File: src/rtl/adjust_ctrl.sv
// rtl/adjust_ctrl.sv - time/alarm edit controller with BCD shadow registers and a one-cycle commit strobe
// Optional idle auto-abort is built when ADJ_TIMEOUT_EN is defined.
module adjust_ctrl #(
    parameter int IDLE_TICKS = 20
) (
    input  logic       CP,
    input  logic       _CR,
    input  logic       adjust,
    input  logic       target_alarm,
    input  logic       left,
    input  logic       right,
    input  logic       up,
    input  logic       down,
    input  logic       blink_tick,
    input  logic [7:0] cur_h,
    input  logic [7:0] cur_m,
    input  logic [7:0] cur_s,
    input  logic [7:0] alarm_h,
    input  logic [7:0] alarm_m,
    output logic       edit_active,
    output logic [1:0] field_sel,
    output logic       blink,
    output logic [7:0] edit_h,
    output logic [7:0] edit_m,
    output logic [7:0] edit_s,
    output logic       time_load,
    output logic       alarm_load
);

    typedef enum logic [1:0] {IDLE, EDIT, COMMIT, HOLD} state_t;

    state_t     state, state_n;
    logic       adjust_q, left_q, right_q, up_q, down_q;
    logic       target_q, target_n;
    logic       edit_active_n, blink_n, time_load_n, alarm_load_n;
    logic [1:0] field_sel_n;
    logic [7:0] edit_h_n, edit_m_n, edit_s_n;

    logic adjust_rise, left_p, right_p, up_p, down_p, any_press, inc, dec;

    // Previous-sample registers reset high so a level already high at reset release is not an edge.
    assign adjust_rise = adjust & ~adjust_q;
    assign left_p      = left & ~left_q;
    assign right_p     = right & ~right_q;
    assign up_p        = up & ~up_q;
    assign down_p      = down & ~down_q;
    assign any_press   = left_p | right_p | up_p | down_p;
    assign inc         = up_p & ~down_p;
    assign dec         = down_p & ~up_p;

`ifdef ADJ_TIMEOUT_EN
    localparam int CNT_W = $clog2(IDLE_TICKS + 1);
    logic [CNT_W-1:0] idle_cnt, idle_cnt_n;
`else
    logic unused_idle_ticks;
    assign unused_idle_ticks = ^IDLE_TICKS;
`endif

    function automatic logic [7:0] bcd_inc(input logic [7:0] v, input logic [7:0] maxv);
        if (v == maxv)
            return 8'h00;
        else if (v[3:0] == 4'd9)
            return {v[7:4] + 4'd1, 4'd0};
        else
            return {v[7:4], v[3:0] + 4'd1};
    endfunction

    function automatic logic [7:0] bcd_dec(input logic [7:0] v, input logic [7:0] maxv);
        if (v == 8'h00)
            return maxv;
        else if (v[3:0] == 4'd0)
            return {v[7:4] - 4'd1, 4'd9};
        else
            return {v[7:4], v[3:0] - 4'd1};
    endfunction

    always_ff @(posedge CP or negedge _CR) begin
        if (!_CR) begin
            state       <= IDLE;
            target_q    <= 1'b0;
            edit_active <= 1'b0;
            field_sel   <= 2'd0;
            blink       <= 1'b1;
            edit_h      <= 8'h00;
            edit_m      <= 8'h00;
            edit_s      <= 8'h00;
            time_load   <= 1'b0;
            alarm_load  <= 1'b0;
            adjust_q    <= 1'b1;
            left_q      <= 1'b1;
            right_q     <= 1'b1;
            up_q        <= 1'b1;
            down_q      <= 1'b1;
`ifdef ADJ_TIMEOUT_EN
            idle_cnt    <= '0;
`endif
        end else begin
            state       <= state_n;
            target_q    <= target_n;
            edit_active <= edit_active_n;
            field_sel   <= field_sel_n;
            blink       <= blink_n;
            edit_h      <= edit_h_n;
            edit_m      <= edit_m_n;
            edit_s      <= edit_s_n;
            time_load   <= time_load_n;
            alarm_load  <= alarm_load_n;
            adjust_q    <= adjust;
            left_q      <= left;
            right_q     <= right;
            up_q        <= up;
            down_q      <= down;
`ifdef ADJ_TIMEOUT_EN
            idle_cnt    <= idle_cnt_n;
`endif
        end
    end

    always_comb begin
        state_n       = state;
        target_n      = target_q;
        edit_active_n = edit_active;
        field_sel_n   = field_sel;
        blink_n       = blink;
        edit_h_n      = edit_h;
        edit_m_n      = edit_m;
        edit_s_n      = edit_s;
        time_load_n   = 1'b0;
        alarm_load_n  = 1'b0;
`ifdef ADJ_TIMEOUT_EN
        idle_cnt_n    = idle_cnt;
`endif
        case (state)
            IDLE: begin
                edit_active_n = 1'b0;
                blink_n       = 1'b1;
                if (adjust_rise) begin
                    state_n       = EDIT;
                    edit_active_n = 1'b1;
                    target_n      = target_alarm;
`ifdef ADJ_TIMEOUT_EN
                    idle_cnt_n    = '0;
`endif
                    if (target_alarm) begin
                        edit_h_n    = alarm_h;
                        edit_m_n    = alarm_m;
                        edit_s_n    = 8'h00;
                        field_sel_n = 2'd1;
                    end else begin
                        edit_h_n    = cur_h;
                        edit_m_n    = cur_m;
                        edit_s_n    = cur_s;
                        field_sel_n = 2'd0;
                    end
                end
            end
            EDIT: begin
                if (!adjust) begin
                    // Exit takes priority: presses in this cycle never reach the committed value.
                    state_n       = COMMIT;
                    edit_active_n = 1'b0;
                    blink_n       = 1'b1;
                    time_load_n   = ~target_q;
                    alarm_load_n  = target_q;
                end else begin
                    if (inc || dec) begin
                        case (field_sel)
                            2'd0:    edit_s_n = inc ? bcd_inc(edit_s, 8'h59) : bcd_dec(edit_s, 8'h59);
                            2'd1:    edit_m_n = inc ? bcd_inc(edit_m, 8'h59) : bcd_dec(edit_m, 8'h59);
                            2'd2:    edit_h_n = inc ? bcd_inc(edit_h, 8'h23) : bcd_dec(edit_h, 8'h23);
                            default: ;
                        endcase
                    end
                    if (left_p ^ right_p) begin
                        if (target_q)
                            field_sel_n = (field_sel == 2'd2) ? 2'd1 : 2'd2;
                        else if (left_p)
                            field_sel_n = (field_sel == 2'd2) ? 2'd0 : field_sel + 2'd1;
                        else
                            field_sel_n = (field_sel == 2'd0) ? 2'd2 : field_sel - 2'd1;
                    end
                    if (any_press) begin
                        blink_n = 1'b1;
`ifdef ADJ_TIMEOUT_EN
                        idle_cnt_n = '0;
`endif
                    end else if (blink_tick) begin
`ifdef ADJ_TIMEOUT_EN
                        if (idle_cnt == CNT_W'(IDLE_TICKS - 1)) begin
                            state_n       = HOLD;
                            edit_active_n = 1'b0;
                            blink_n       = 1'b1;
                        end else begin
                            idle_cnt_n = idle_cnt + CNT_W'(1);
                            blink_n    = ~blink;
                        end
`else
                        blink_n = ~blink;
`endif
                    end
                end
            end
            COMMIT: state_n = IDLE;
            HOLD: begin
                if (!adjust)
                    state_n = IDLE;
            end
            default: state_n = IDLE;
        endcase
    end

endmodule

File: config.mk
export PLATFORM = sky130hd
export DESIGN_NAME = adjust_ctrl
export DESIGN_NICKNAME = d
export VERILOG_FILES = /design/src/rtl/adjust_ctrl.sv
export SDC_FILE = /design/constraint.sdc
export NUM_CORES = 1
export LEC_CHECK = 0
export BUFFER_PORTS_ARGS = -buffer_cell sky130_fd_sc_hd__buf_2
export CELL_PAD_IN_SITES_DETAIL_PLACEMENT = 0
export CELL_PAD_IN_SITES_GLOBAL_PLACEMENT = 1
export CORE_MARGIN = 2
export CORE_UTILIZATION = 35
export CTS_BUF_LIST = sky130_fd_sc_hd__clkbuf_2 sky130_fd_sc_hd__clkbuf_4 sky130_fd_sc_hd__clkbuf_8
export DETAILED_ROUTE_END_ITERATION = 7
export GPL_TIMING_DRIVEN = 0
export HOLD_SLACK_MARGIN = 0.15
export PLACE_DENSITY = 0.74
export SETUP_SLACK_MARGIN = 0.15
export SYNTH_ARGS = -nofsm -noshare
export SYNTH_HDL_FRONTEND = slang
export SYNTH_SLANG_ARGS = --single-unit
File: constraint.sdc
create_clock -name CP -period 6 [get_ports CP]
set_clock_uncertainty 0.1 [all_clocks]
set_input_delay 1.2 -clock CP [delete_from_list [all_inputs] [get_ports CP]]
set_output_delay 1.2 -clock CP [all_outputs]
set_load 0.01 [all_outputs]
==> results of run 1 <==
## sequential cells by signal (all words and copies together), names as in the netlist
name and cells:
edit_h 8, edit_m 8, edit_s 8, field_sel 2
state 2, adjust_q 1, alarm_load 1, blink 1
down_q 1, edit_active 1, left_q 1, right_q 1
target_q 1, time_load 1, up_q 1
## Yosys cell counts, types with 4 or more instances
master	instances	share of area, %
dfrtp_1	32	25
nand3_1	8	1.3
nor2b_1	6	1.2
ha_1	26	10
o21ai_0	20	3.1
inv_1	24	2.8
dfstp_2	6	4.9
buf_2	11	1.7
nor3b_1	6	1.4
a21o_1	4	0.94
a31oi_1	7	1.4
mux2i_1	15	4.7
nand2b_1	5	0.98
a211oi_1	8	1.9
and3b_1	4	1.1
a221oi_1	4	1.1
nand2_1	22	2.6
mux2_2	5	1.8
a22o_1	4	1.1
a21oi_1	23	3.6
o21ai_1	4	0.63
nor3_1	14	2.2
nor2_1	25	2.9
## per-layer routing
metal  up-vias  GRT usage (%)
met5         -              0
met4         0           5.37
met3        13           3.30
met2        75           28.6
met1      1450           24.1
li1       1500              -
## metrics by stage
step	power [mW]	util [%]	instance area, um2	instances	setup WS (ns)
after floorplan	0.754	-	3190	359	3.12
after global placement	0.919	42.2	3710	544	2.80
after detailed placement	0.931	42.2	3710	544	2.80
after CTS	1.21	43.7	3850	552	3.12
after global routing	1.30	43.7	3850	552	2.98
final	1.20	43.7	3850	552	3.13
## cell type report
| cell class | count | area share (%) |
|---|---|---|
| buffer | 17 | 2.40 |
| clock buffer | 5 | 1.79 |
| clock inverter | 3 | 1.79 |
| inverter | 24 | 2.34 |
| multi-input combinational | 280 | 53.3 |
| sequential | 38 | 24.9 |
| tap | 108 | 3.51 |
| timing repair buffer | 77 | 10.0 |
## worst max-delay path, delay by kind of cell
| kind | cells | cell delay, ns |
|---|---|---|
| AND/OR/NAND/NOR | 2 | 0.63 |
| AO/OA/AOI/OAI | 4 | 0.51 |
| buffers and inverters | 2 | 0.35 |
| adder cells (fa/ha/maj) | 1 | 0.32 |
## power breakdown
| part | switching [mW] | internal (mW) |
|---|---|---|
| Sequential | 0.0984 | 0.317 |
| Combinational | 0.284 | 0.230 |
| Clock | 0.105 | 0.167 |
| Total | 0.488 | 0.713 |
## logic make-up after synthesis
| logic type | Yosys count | synth area share (%) |
|---|---|---|
| mux | 20 | 6.46 |
| buf+inv | 41 | 5.72 |
| simple gates | 120 | 22.5 |
| compound gates | 109 | 23.7 |
| xor+xnor | 5 | 1.37 |
| flops | 38 | 30.0 |
| fa+ha+maj | 26 | 10.2 |
## worst paths after layout
kind,start,to,slack [ns],cells after the start
setup / recovery,up,edit_h[4],3.13,9
hold / removal,blink,blink,0.42,1
setup reg to reg,down_q,edit_s[7],3.69,8
hold reg to reg,blink,blink,0.42,1
max in group asynchronous,_CR,edit_m[3],4.28,1
min in group asynchronous,_CR,edit_m[6],0.94,1
==> impl_metrics.csv, run 1 <==
group,metric,value,unit
outcome,status,"complete, no violations",
critical_path,crit_top_cell,"a21oi_1",
sta,hold_viol,0,
critical_path,cp_max_fo,10,
sta,worst_hold_slack,0.419,ns
cts,cts_tree,"done",
cts,cts.clk_slew.worst_paths,0.08,ns
floorplanning,die_h,99.5,um
synthesis,syn_area,0.00319,mm2
cells_and_area,nets,518,
synthesis,syn_avg_cell_area,8.90,um2
sta,rsz0062_at_grt,"no",
cells_and_area,fillers,889,
cells_and_area,layout_common_cells,"88 x buf_2, 32 x dfrtp_1, 26 x ha_1",
grt,grt_pass1_vias,2843,
floorplanning,num_io_pins,79,
cells_and_area,syn_to_final_growth,20.6,%
synthesis,synthArstFlopShare,100,%
detailed_routing,wl_met3,339,um
cts,cts_resized,0,
cells_and_area,final_common_cell,"buf_2",
synthesis,synth_seq_cells,38,
placed_design,routabilityCongestion,0.827,
floorplanning,fp.dieW,99.5,um
grt,grt.total_usage,17.7,%
cells_and_area,drive_gt1_share,28.4,%
critical_path,slowest_delay,0.49,ns
detailed_routing,wl_met1,4240,um
cts,clk_path_buf_depth,2,
sta,slew_viol_final,0,
floorplanning,die_area,0.00991,mm2
floorplanning,coreArea,0.00881,mm2
synthesis,yosys_warnings,0,
critical_path,startpoint_type,"primary input",
min_path,hp-class,"reg2reg",
sta,relSlewSlack,37.9,%
grt,grt_pass1_wl,14200,um
detailed_routing,drt-initial-drc-count,182,
cts,h-tree-depth,2,
flow_run,maxCapViolCount,0,
cts,post_cts.repair.setup_buffers,0,
synthesis,yosysUniqueCellTypes,72,
cts,cts_root_buffer,"clkbuf_8",
cells_and_area,multi_input_area,0.00205,mm2
sta,post-route-min-period,2.87,ns
cts,clock_sinks,38,
critical_path,worstPathRequired,6.13,ns
detailed_routing,via_per_inst,5.50,
grt,grt_max_degree,39,
detailed_routing,antenna_left,0,
synthesis,synth_edf_count,0,
sta,tns,0,ns
synthesis,yosysSeqAreaShare,30.0,%
cells_and_area,regArea,958,um2
power,p_per_area,312,mW/mm2
grt,overflow,0,
floorplanning,rows,34,
critical_path,crit_type,"in2reg",
detailed_routing,post-route-drc-count,0,
critical_path,arrival,3.00,ns
placed_design,port_buffers,77,
power,vdd_ir_drop_max,0.000131,V
detailed_routing,vias,3038,
floorplanning,initial_utilization,36.3,%
detailed_routing,routedWlPerCell,15.7,um
detailed_routing,finalWirelength,8690,um
synthesis,synth_nets,434,
cts,cts_hold_buf,0,
cts,clk_latency,0.30,ns
grt,antenna_found_initial,0,
placed_design,hpwl,6430,um
synthesis,synth-main-ff-cell,"dfrtp_1",
critical_path,crit_path_cell_trace,"buf_2 > nor2b_1 > ha_1 > buf_2 > nor4b_2 > a21oi_1 > o21ai_0 > a21oi_1 > a21oi_1",
sta,setup_viol,0,
detailed_routing,routed.top_layer,"met4",
sta,finalCritPeriodShare,47.8,%
cells_and_area,antenna_cells,0,
synthesis,synth_cells,359,
cts,cts_buffers,5,
critical_path,slowest_stage,"nor4b_2",
sta,worst_pin_slew,0.931,ns
detailed_routing,routed-wl-met2,3980,um
critical_path,crit_path_end_kind,"register",
power,p_leak,1.85,nW
sta,fmax,349,MHz
detailed_routing,drt_pass1_iterations,4,
Power figures use the tool's default switching activity.
==> run 2: changes to the inputs <==
Settings changed: PLACE_DENSITY 0.74 to 0.77.
Clock period 6 ns to 2.5 ns, I/O delays scaled along.
==> run 2 against run 1 <==
Net effect: sequential power rose by 140%; global-route usage decreased by 0.10 points; clock power rose by 140%; final cell count rose by 0.18%; final area rose by 0.52%; worst hold slack worse by 0.21 ns; via count is 0.33% lower; core utilization up 0.23 points; power increased by 140%; non-clock buffer count grew 1.
==> impl_metrics.csv, run 2 (synthesized netlist as in run 1, its figures left out) <==
group,metric,value,unit
cells_and_area,drive_gt1_share,29.0,%
placed_design,place_inst,544,
grt,grt.total_usage,17.6,%
cts,cts.clk_slew.worst_paths,0.08,ns
cts,h-tree-depth,2,
cells_and_area,largest_registers,"edit_h: 8 flops, edit_m: 8 flops, edit_s: 8 flops",
critical_path,startpoint_type,"register",
min_path,hp-class,"in2reg",
cells_and_area,fillers,916,
sta,worst_pin_slew,0.933,ns
floorplanning,rows,34,
placed_design,port_buffers,77,
critical_path,crit_path_cell_trace,"inv_1 > ha_1 > nor3b_1 > and3_1 > buf_2 > nor3b_1 > a221o_1 > a21o_1",
grt,overflow,0,
detailed_routing,drt-initial-drc-count,97,
power,comb_power_share,42.9,%
placed_design,hpwl,6370,um
critical_path,arrival,2.30,ns
sta,relSlewSlack,37.8,%
floorplanning,die_h,99.5,um
sta,tns,0,ns
critical_path,critPathBufInv,2,
placed_design,routabilityCongestion,0.846,
sta,post-route-min-period,2.21,ns
power,p_leak,1.86,nW
sta,slew_viol_final,0,
sta,hold_viol,0,
critical_path,crit_type,"reg2reg",
power,swShare,40.3,%
detailed_routing,routedWlPerCell,15.5,um
detailed_routing,finalWirelength,8550,um
sta,finalCritPeriodShare,88.3,%
grt,grt_pass1_vias,2918,
cells_and_area,syn_to_final_growth,21.2,%
cells_and_area,final_common_cell,"buf_2",
sta,fin_ws,0.291,ns
placed_design,dp_worst_setup_slack,-0.0384,ns
grt,antenna_found_initial,0,
sta,rsz0062_at_grt,"no",
cts,clock_sinks,38,
floorplanning,num_io_pins,79,
cts,clk_path_buf_depth,2,
power,power.share.clock,22.4,%
critical_path,crit_path_end_kind,"register",
sta,setup_viol,0,
floorplanning,fp.dieW,99.5,um
detailed_routing,vias,3028,
power,p_int,1.72,mW
grt,grt_max_degree,39,
outcome,status,"complete, no violations",
floorplanning,initial_utilization,36.3,%
detailed_routing,antenna_left,0,
detailed_routing,post-route-drc-count,0,
floorplanning,die_area,0.00991,mm2
critical_path,crit_top_cell,"nor3b_1",
critical_path,crit_family,"flip-flops",
power,vdd_ir_drop_max,0.000352,V
cts,cts_tree,"done",
cts,clk_latency,0.30,ns
sta,worst_hold_slack,0.208,ns
cells_and_area,nets,519,
detailed_routing,drt_pass1_iterations,5,
power,p_switching,1.16,mW
cts,cts_buffers,5,
critical_path,worstPathRequired,2.59,ns
cells_and_area,regArea,960,um2
cts,cts_root_buffer,"clkbuf_8",
floorplanning,coreArea,0.00881,mm2
cts,cts_hold_buf,0,
power,p_per_area,743,mW/mm2
cells_and_area,multi_input_area,0.00206,mm2
detailed_routing,via_per_inst,5.48,
cells_and_area,layout_common_cells,"88 x buf_2, 31 x dfrtp_1, 25 x nor2_1, 25 x ha_1, 24 x inv_1",
critical_path,slowest_stage,"dfrtp_1",
cells_and_area,antenna_cells,0,
critical_path,slowest_delay,0.55,ns
flow_run,maxCapViolCount,0,
power,p_seq_share,34.7,%
critical_path,cp_max_fo,10,
grt,grt_pass1_wl,14300,um
cells_and_area,layout.cells.non_filler,553,
sta,fmax,453,MHz
[run 2: cell count changes in the layout (fill, tap and decap cells not counted), sizes merged]
| cell | change |
|---|---|
| buf | +1 |
[run 2: stage by stage]
| step | area (um2) | power, mW | utilization [%] |
|---|---|---|---|
| finish | 3870 | 2.88 | 44.0 |
| global route | 3870 | 3.11 | 44.0 |
| CTS | 3860 | 2.89 | 43.8 |
| detailed placement | 3710 | 2.23 | 42.2 |
| global placement | 3710 | 2.20 | 42.2 |
| floorplan | 3190 | 1.81 | - |
[run 2: path summary, 6_finish.rpt]
kind,start,slack (ns),cells past startpoint,endpoint
hold reg to reg,blink,0.42,1,blink
min in group asynchronous,_CR,0.24,1,edit_m[6]
setup reg to reg,edit_s[0],0.29,8,edit_s[7]
hold / removal,left,0.21,1,left_q
max in group asynchronous,_CR,1.42,1,edit_h[4]
setup / recovery,edit_s[0],0.29,8,edit_s[7]
[run 2: power groups by stage]
| stage | Sequential, mW | Clock, mW | Combinational, mW |
|---|---|---|---|
| floorplan | 1.02 | 0 | 0.795 |
| global placement | 0.998 | 0 | 1.20 |
| detailed placement | 1.01 | 0 | 1.22 |
| CTS | 0.996 | 0.659 | 1.23 |
| global route | 1.03 | 0.688 | 1.39 |
| finish | 0.999 | 0.644 | 1.23 |
[run 2: cell type report]
type                            count  share of cell area [%]
Buffer                             17                    2.39
Multi-Input combinational cell    280                    53.3
Sequential cell                    38                    24.8
Inverter                           24                    2.33
Timing Repair Buffer               78                    10.1
Clock buffer                        5                    1.78
Tap cell                          108                    3.49
Clock inverter                      3                    1.78
[run 2: repair_timing]
item / in CTS / in global routing
endpoints found under the setup margin: 1 / 12
pin swaps: 0 / 1
gates resized for setup: 1 / 2
buffers inserted: 0 / 1
[run 2: per-layer routing]
| layer | global-route usage, % | up-vias | wire [um] |
|---|---|---|---|
| met5 | 0 | - | 0 |
| met4 | 2.85 | 0 | 49 |
| met3 | 2.67 | 7 | 332 |
| met2 | 28.5 | 76 | 3830 |
| met1 | 25.4 | 1445 | 4340 |
| li1 | - | 1500 | - |
==> run 3: changes to the inputs <==
Settings changed: PLACE_DENSITY 0.77 to not set, PLACE_DENSITY_LB_ADDON set to 0.1.
==> run 3 against run 2 <==
Net effect: global-route usage rose by 1.1 points; sequential power barely moved; setup slack improved by 0.0096 ns; critical path depth down 1; combinational power about the same; power rose by 0.89%; final cell count grew 1.1%; critical endpoint is now edit_m[5].
==> impl_metrics.csv, run 3 (synthesized netlist as in run 1, its figures left out) <==
group,metric,value,unit
power,vdd_ir_drop_max,0.000239,V
cts,h-tree-depth,2,
sta,setup_viol,0,
detailed_routing,finalWirelength,8940,um
min_path,hp-class,"in2reg",
cts,cts_root_buffer,"clkbuf_8",
detailed_routing,routed.top_layer,"met4",
sta,worst_pin_slew,0.937,ns
flow_run,maxCapViolCount,0,
sta,rsz0062_at_grt,"no",
critical_path,arrival,2.27,ns
critical_path,slowest_stage,"dfrtp_1",
cells_and_area,final_common_cell,"buf_2",
placed_design,port_buffers,77,
critical_path,worstPathRequired,2.58,ns
placed_design,place_area,0.00371,mm2
detailed_routing,post-route-drc-count,0,
cells_and_area,design_area,0.00392,mm2
grt,grt_pass1_wl,14900,um
cells_and_area,largest_registers,"edit_h: 8 flops, edit_m: 8 flops, edit_s: 8 flops",
floorplanning,rows,34,
detailed_routing,antenna_left,0,
critical_path,rrSetupSlack,0.30,ns
critical_path,slowest_delay,0.49,ns
detailed_routing,wl_met1,4330,um
grt,grt.total_usage,18.7,%
cts,cts_tree,"done",
grt,grt_pass1_vias,2963,
sta,worst_hold_slack,0.198,ns
critical_path,critPathBufInv,1,
grt,grt_max_degree,39,
sta,relSlewSlack,37.6,%
detailed_routing,wl_met3,267,um
critical_path,crit_type,"reg2reg",
critical_path,cp_max_fo,9,
detailed_routing,routedWlPerCell,16.0,um
detailed_routing,drt-initial-drc-count,111,
sta,slew_viol_final,0,
cts,clock_sinks,38,
sta,fmax,455,MHz
power,power,2.90,mW
sta,post-route-min-period,2.20,ns
detailed_routing,drt_pass1_iterations,4,
cells_and_area,syn_to_final_growth,22.8,%
critical_path,startpoint_type,"register",
grt,overflow,0,
cells_and_area,drive_gt1_share,30.2,%
sta,finalCritPeriodShare,88.0,%
sta,hold_viol,0,
sta,tns,0,ns
critical_path,crit_path_end_kind,"register",
placed_design,routabilityCongestion,0.805,
floorplanning,fp.dieW,99.5,um
floorplanning,die_h,99.5,um
outcome,status,"complete, no violations",
placed_design,hpwl,6530,um
cts,clk_path_buf_depth,2,
cells_and_area,utilization,44.6,%
floorplanning,die_area,0.00991,mm2
cells_and_area,layout_common_cells,"88 x buf_2, 31 x dfrtp_1, 25 x nor2_1, 25 x ha_1, 24 x inv_1",
cts,clk_latency,0.30,ns
grt,antenna_found_initial,0,
detailed_routing,via_per_inst,5.42,
floorplanning,initial_utilization,36.3,%
cts,cts.clk_slew.worst_paths,0.09,ns
power,p_leak,1.89,nW
floorplanning,num_io_pins,79,
cells_and_area,nets,525,
detailed_routing,routed-wl-met2,4230,um
power,p_per_area,740,mW/mm2
floorplanning,coreArea,0.00881,mm2
critical_path,crit_family,"simple AND/OR/NAND/NOR gates",
critical_path,crit_path_cell_trace,"inv_1 > ha_1 > or3b_4 > nor2b_4 > or3_4 > a21oi_1 > a22oi_1",
cts,cts_buffers,5,
detailed_routing,vias,3031,
cells_and_area,fillers,921,
cells_and_area,antenna_cells,0,
## run 3: final cells by class
class | instances | area [um2] | area share (%)
multi-input cells | 280 | 2070 | 52.8
flip-flops and latches | 38 | 960 | 24.5
repair buffers | 84 | 438 | 11.2
well taps | 108 | 135 | 3.44
plain buffers | 17 | 92.6 | 2.36
inverters | 24 | 90.1 | 2.30
clock buffers | 5 | 68.8 | 1.75
clock inverters | 3 | 68.8 | 1.75
## run 3: per-layer routing
metal | up-vias | track usage, %
li1 | 1509 | -
met1 | 1448 | 26.2
met2 | 64 | 30.6
met3 | 10 | 2.39
met4 | 0 | 4.32
met5 | - | 0
## run 3: repair_timing
action	CTS	global route
setup endpoints to repair	2	8
gates resized for setup	1	3
setup buffers	0	7
pin swaps	0	1
hold endpoints to repair	0	0
hold buffers	0	0
## run 3: per-stage QoR
stage | std cells | setup WS [ns]
global placement | 544 | -0.00163
CTS | 552 | 0.201
finish | 559 | 0.301
detailed placement | 544 | -0.0256
global route | 559 | 0.150
floorplan | 359 | 0.323
## run 3: worst paths after layout
kind | from | to | depth (start not counted)
worst max-delay path | edit_m[0] | edit_m[5] | 7
worst min-delay path | up | up_q | 1
worst max register to register | edit_m[0] | edit_m[5] | 7
worst min register to register | blink | blink | 1
max in group asynchronous | _CR | edit_s[0] | 1
min in group asynchronous | _CR | edit_m[1] | 1
## run 3: power breakdown
part	internal [mW]	leakage (nW)	switching [mW]	total, mW
combinational	0.565	1.36	0.683	1.25
clock	0.400	0.0683	0.257	0.657
sequential	0.762	0.463	0.236	0.997
